## config.mk

```make
export PLATFORM = sky130hd
export DESIGN_NAME = spi_cmd_decoder
export DESIGN_NICKNAME = d
export VERILOG_FILES = /design/src/rtl/spi_cmd_decoder.sv
export SDC_FILE = /design/constraint.sdc
export NUM_CORES = 1
export LEC_CHECK = 0
export CORE_ASPECT_RATIO = 1.1
export CORE_MARGIN = 2
export CORE_UTILIZATION = 46
export CTS_CLUSTER_DIAMETER = 40
export DETAILED_ROUTE_END_ITERATION = 8
export PLACE_DENSITY = 0.86
export SLEW_MARGIN = 0
export SYNTH_ARGS = -nofsm -noshare
export SYNTH_HDL_FRONTEND = slang
export SYNTH_SLANG_ARGS = --single-unit
```

## constraint.sdc

```tcl
create_clock -name clk -period 2.2 [get_ports clk]
set_clock_uncertainty 0.05 [all_clocks]
set_input_delay 0.44 -clock clk [delete_from_list [all_inputs] [get_ports clk]]
set_output_delay 0.44 -clock clk [all_outputs]
set_load 0.01 [all_outputs]
```

## src/rtl/spi_cmd_decoder.sv

```systemverilog
// spi_cmd_decoder: turns the SPI bridge byte stream into register-file reads and writes.
// Latency: reg_we/reg_re 1 clk after byte_sync; read data appears on data_out 2 clks after the command byte.
// Backpressure: none; the bridge paces bytes and a stalled transaction is aborted after TIMEOUT_CYC clks.
module spi_cmd_decoder #(
    parameter int ADDR_W      = 6,
    parameter int TIMEOUT_CYC = 1024
) (
    input  logic              clk,
    input  logic              rst,
    input  logic              byte_sync,
    input  logic [7:0]        data_in,
    output logic [7:0]        data_out,
    output logic [ADDR_W-1:0] reg_addr,
    output logic [7:0]        reg_wdata,
    output logic              reg_we,
    output logic              reg_re,
    input  logic [7:0]        reg_rdata,
    output logic              busy,
    output logic              err_timeout
);

    // Wide enough to hold TIMEOUT_CYC-1, the terminal count.
    localparam int CNT_W = (TIMEOUT_CYC > 2) ? $clog2(TIMEOUT_CYC) : 1;
    localparam logic [CNT_W-1:0] TERM_CNT = CNT_W'(TIMEOUT_CYC - 1);

    typedef enum logic [1:0] {
        S_CMD   = 2'd0,
        S_WDATA = 2'd1,
        S_RWAIT = 2'd2,
        S_RDATA = 2'd3
    } state_t;

    state_t           state;
    logic [CNT_W-1:0] idle_cnt;
    logic             timeout_hit;

    // A transaction is abandoned only when the terminal count is reached with no byte
    // arriving that same cycle; a coincident byte is processed instead.
    assign timeout_hit = (state != S_CMD) && !byte_sync && (idle_cnt == TERM_CNT);

    // Inactivity counter: only runs while a transaction is open and no byte arrives.
    always_ff @(posedge clk) begin
        if (rst) begin
            idle_cnt <= '0;
        end else if (state == S_CMD || byte_sync || timeout_hit) begin
            idle_cnt <= '0;
        end else begin
            idle_cnt <= idle_cnt + 1'b1;
        end
    end

    // Transaction FSM with registered strobes, data and status outputs.
    always_ff @(posedge clk) begin
        if (rst) begin
            state       <= S_CMD;
            data_out    <= 8'h00;
            reg_addr    <= '0;
            reg_wdata   <= 8'h00;
            reg_we      <= 1'b0;
            reg_re      <= 1'b0;
            busy        <= 1'b0;
            err_timeout <= 1'b0;
        end else begin
            reg_we      <= 1'b0;
            reg_re      <= 1'b0;
            err_timeout <= 1'b0;
            if (timeout_hit) begin
                // Abort: no strobe, address left as it was, MISO back to idle.
                state       <= S_CMD;
                data_out    <= 8'h00;
                busy        <= 1'b0;
                err_timeout <= 1'b1;
            end else begin
                case (state)
                    S_CMD: begin
                        if (byte_sync) begin
                            reg_addr <= data_in[ADDR_W-1:0];
                            busy     <= 1'b1;
                            if (data_in[7]) begin
                                state <= S_WDATA;
                            end else begin
                                reg_re <= 1'b1;
                                state  <= S_RWAIT;
                            end
                        end
                    end
                    S_WDATA: begin
                        if (byte_sync) begin
                            reg_wdata <= data_in;
                            reg_we    <= 1'b1;
                            busy      <= 1'b0;
                            state     <= S_CMD;
                        end
                    end
                    S_RWAIT: begin
                        // The register file answers reg_addr during the reg_re cycle;
                        // capture it at the end of that cycle. Bytes here cannot occur
                        // at the guaranteed byte period and are ignored.
                        data_out <= reg_rdata;
                        state    <= S_RDATA;
                    end
                    S_RDATA: begin
                        // Dummy byte shifted out the read value; its content is ignored.
                        if (byte_sync) begin
                            data_out <= 8'h00;
                            busy     <= 1'b0;
                            state    <= S_CMD;
                        end
                    end
                    default: begin
                        state <= S_CMD;
                        busy  <= 1'b0;
                    end
                endcase
            end
        end
    end

endmodule

```

==> results.sh <==
export IMPL_clock_latency_ns=0.33
export IMPL_power_mw=1.27
export IMPL_crit_type="reg -> reg"
export IMPL_relSlewSlack=0.624
export IMPL_post_cts_resized=0
export IMPL_design_area_sq_um=2050
export IMPL_grt_max_degree=16
export IMPL_globalRouteTotalUtil=0.199
export IMPL_synth_nets=180
export IMPL_cts_setup_buffers=0
export IMPL_n_antenna_cell=0
export IMPL_io_buffer_count=44
export IMPL_synth_area_sq_um=1530
export IMPL_ir_worst_vdd_mv=0.445
export IMPL_synthCells=160
export IMPL_cts_tree="built"
export IMPL_drv_cap=0
export IMPL_reg2reg_to="err_timeout"
export IMPL_critPathCapture="err_timeout"
export IMPL_clockBufferDepth=2
export IMPL_grt_pass1_vias=1304
export IMPL_seq_area_frac_synth=0.497
export IMPL_synth_top_area_frac=0.497
export IMPL_core_sq_um=3100
export IMPL_status="finished with violations"
export IMPL_worstPathArrival_ns=1.96
export IMPL_hold_buffers=0
export IMPL_initial_core_util=0.494
export IMPL_dpl_hpwl_um=2560
export IMPL_dieHeight_um=64.5
export IMPL_drv_slew=0
export IMPL_drc=1
export IMPL_vias_per_cell=5.33
export IMPL_cts_buffers=5
export IMPL_mostFrequentLayoutCell="clkdlybuf4s50_1"
export IMPL_final_nets=227
export IMPL_dieArea_sq_um=3800
export IMPL_fin_ws_ns=0.464
export IMPL_cp_max_fo=8
export IMPL_crit_path_cell_trace="ha_1 -> nand4_4 -> nor3_1 -> and2_1"
export IMPL_yosysWarnings=0
export IMPL_cpPeakStageDelay_ns=0.52
export IMPL_startpoint_type="flop"
export IMPL_cts_root_buf="clkbuf_4"
export IMPL_holdWs_ns=0.429
export IMPL_place_ws_ns=0.201
export IMPL_fin_crit_ns=1.74
export IMPL_dr_pass1_iters=6
export IMPL_wl_per_cell_um=13.8
export IMPL_tns_ns=0
export IMPL_timing_final_crit_share=0.789
export IMPL_rows=21
export IMPL_die_x_um=59.0
export IMPL_place_congestion=0.702
export IMPL_worst_setup_path_end_kind="flop"
export IMPL_synth_cell_types=36
export IMPL_most_common_layout_cells="clkdlybuf4s50_1, dfxtp_1, nor2_1"
export IMPL_grt_ovfl_total=0
export IMPL_power_leakage_nw=0.811
export IMPL_tightest_slew_ns=0.560
export IMPL_fmax_mhz=576
export IMPL_placed_cell_area_sq_um=2000
export IMPL_drt_iter0_markers=29
export IMPL_avgSynthCellArea_sq_um=9.56
export IMPL_drtAntennaViolNets=0
export IMPL_setup_viol=0
export IMPL_area_delta_synth_final_pct=34.3
export IMPL_path_clk_slew_ns=0.10
export IMPL_grt_setup_unrepaired="no"
export IMPL_cts_sinks=38
export IMPL_cp_startpoint="idle_cnt[0]"
export IMPL_vias=1279
export IMPL_ys_seq_elements=38
export IMPL_violations="design-rule violations"
export IMPL_min_path_type="reg -> reg"
export IMPL_hold_viol=0
export IMPL_antenna_found_initial=0
export IMPL_cp_slowest_cell="nor3_1"
export IMPL_worst_r2r_cell_count=4
export IMPL_synthTopCellsByArea="dfxtp_1, mux2i_1, a21oi_1"
export IMPL_grt_pass1_wl_um=5770
export IMPL_h_tree_depth=2
export IMPL_rr_startpoint="idle_cnt[0]"
export IMPL_synth_largest_area_cell="dfxtp_1"
export IMPL_io_pins=45
export IMPL_routed_wl_um=3310
export IMPL_cp_required_ns=2.42
export IMPL_drive_gt1_frac=0.0922
export IMPL_power_density_nw_per_um2=616
export IMPL_reg2reg_slack_ns=0.46
-- cell usage after synthesis --
library cell / count
nor2b_1: 2
o21ai_0: 11
o31ai_1: 1
nand2b_1: 1
nand2_1: 13
and4_1: 2
or4_1: 1
nand4_2: 1
buf_1: 1
a211oi_1: 1
nor3b_2: 1
or3_1: 1
nand4_4: 1
o221a_2: 1
xnor2_1: 1
o21bai_4: 1
inv_1: 5
nand3b_1: 1
o22a_2: 1
dfxtp_1: 38
clkbuf_1: 4
a21oi_1: 15
xor2_1: 2
nor3b_1: 1
o41ai_4: 1
nor4_1: 1
ha_1: 1
or3_2: 2
and2_1: 1
o21ba_1: 1
nor3_1: 6
nand3_1: 4
buf_2: 2
mux2i_1: 14
buf_6: 1
nor2_1: 19
-- power breakdown --
group          switching, mW  internal [mW]
clock                  0.201          0.144
sequential            0.0200          0.715
combinational         0.0788          0.107
-- state kept, by name, indices dropped and copies added (netlist names) --
name         cells
busy             1
data_out         8
err_timeout      1
idle_cnt        10
reg_addr         6
reg_re           1
reg_wdata        8
reg_we           1
state            2
-- metal layers --
metal  vias up  global-route usage  wire length, um
met5         -                   0                0
met4         0               0.102               43
met3         5              0.0499              145
met2        27               0.339             1750
met1       601               0.225             1370
li1        646                   -                -
-- area by class of cell --
| type | count | area [sq um] |
|---|---|---|
| timing repair buffer | 48 | 470 |
| fill | 253 | 1050 |
| sequential | 38 | 761 |
| clock buffer | 6 | 51.3 |
| multi-input combinational | 109 | 711 |
| inverter | 5 | 18.8 |
| tap | 34 | 42.5 |
-- through the flow --
stage               cells  utilization
floorplan             160            -
global placement      234        0.646
detailed placement    234        0.646
CTS                   240        0.663
global route          240        0.663
finish                240        0.663
-- worst min-delay path by stage --
stage	startpoint	to	slack (ns)	cells after the start
6_report	data_out[2]	data_out[2]	0.43	2
5_1_grt	data_out[3]	data_out[3]	0.47	2
4_1_cts	data_out[1]	data_out[1]	0.43	2
3_5_place_dp	data_out[1]	data_out[1]	0.42	2
3_3_place_gp	data_out[1]	data_out[1]	0.41	2
2_1_floorplan	idle_cnt[9]	idle_cnt[9]	0.41	2
-- critical path, delay by kind of cell (launching register included) --
kind	cells	cell delay [ns]
AND/OR/NAND/NOR	3	0.93
adder cells (fa/ha/maj)	1	0.29
flip-flops	1	0.40
-- kinds of logic (layout without fill, tap and decap cells) --
| kind of cell | after synthesis | count (layout) | share of synthesized area |
|---|---|---|---|
| AO/OA/AOI/OAI | 33 | 33 | 0.146 |
| XOR/XNOR | 3 | 3 | 0.0172 |
| adder cells (fa/ha/maj) | 1 | 1 | 0.00818 |
| buffers and inverters | 13 | 59 | 0.0384 |
| flip-flops | 38 | 38 | 0.497 |
| multiplexers | 14 | 14 | 0.0916 |
| AND/OR/NAND/NOR | 58 | 58 | 0.202 |
(Power assumes the default switching activity.)
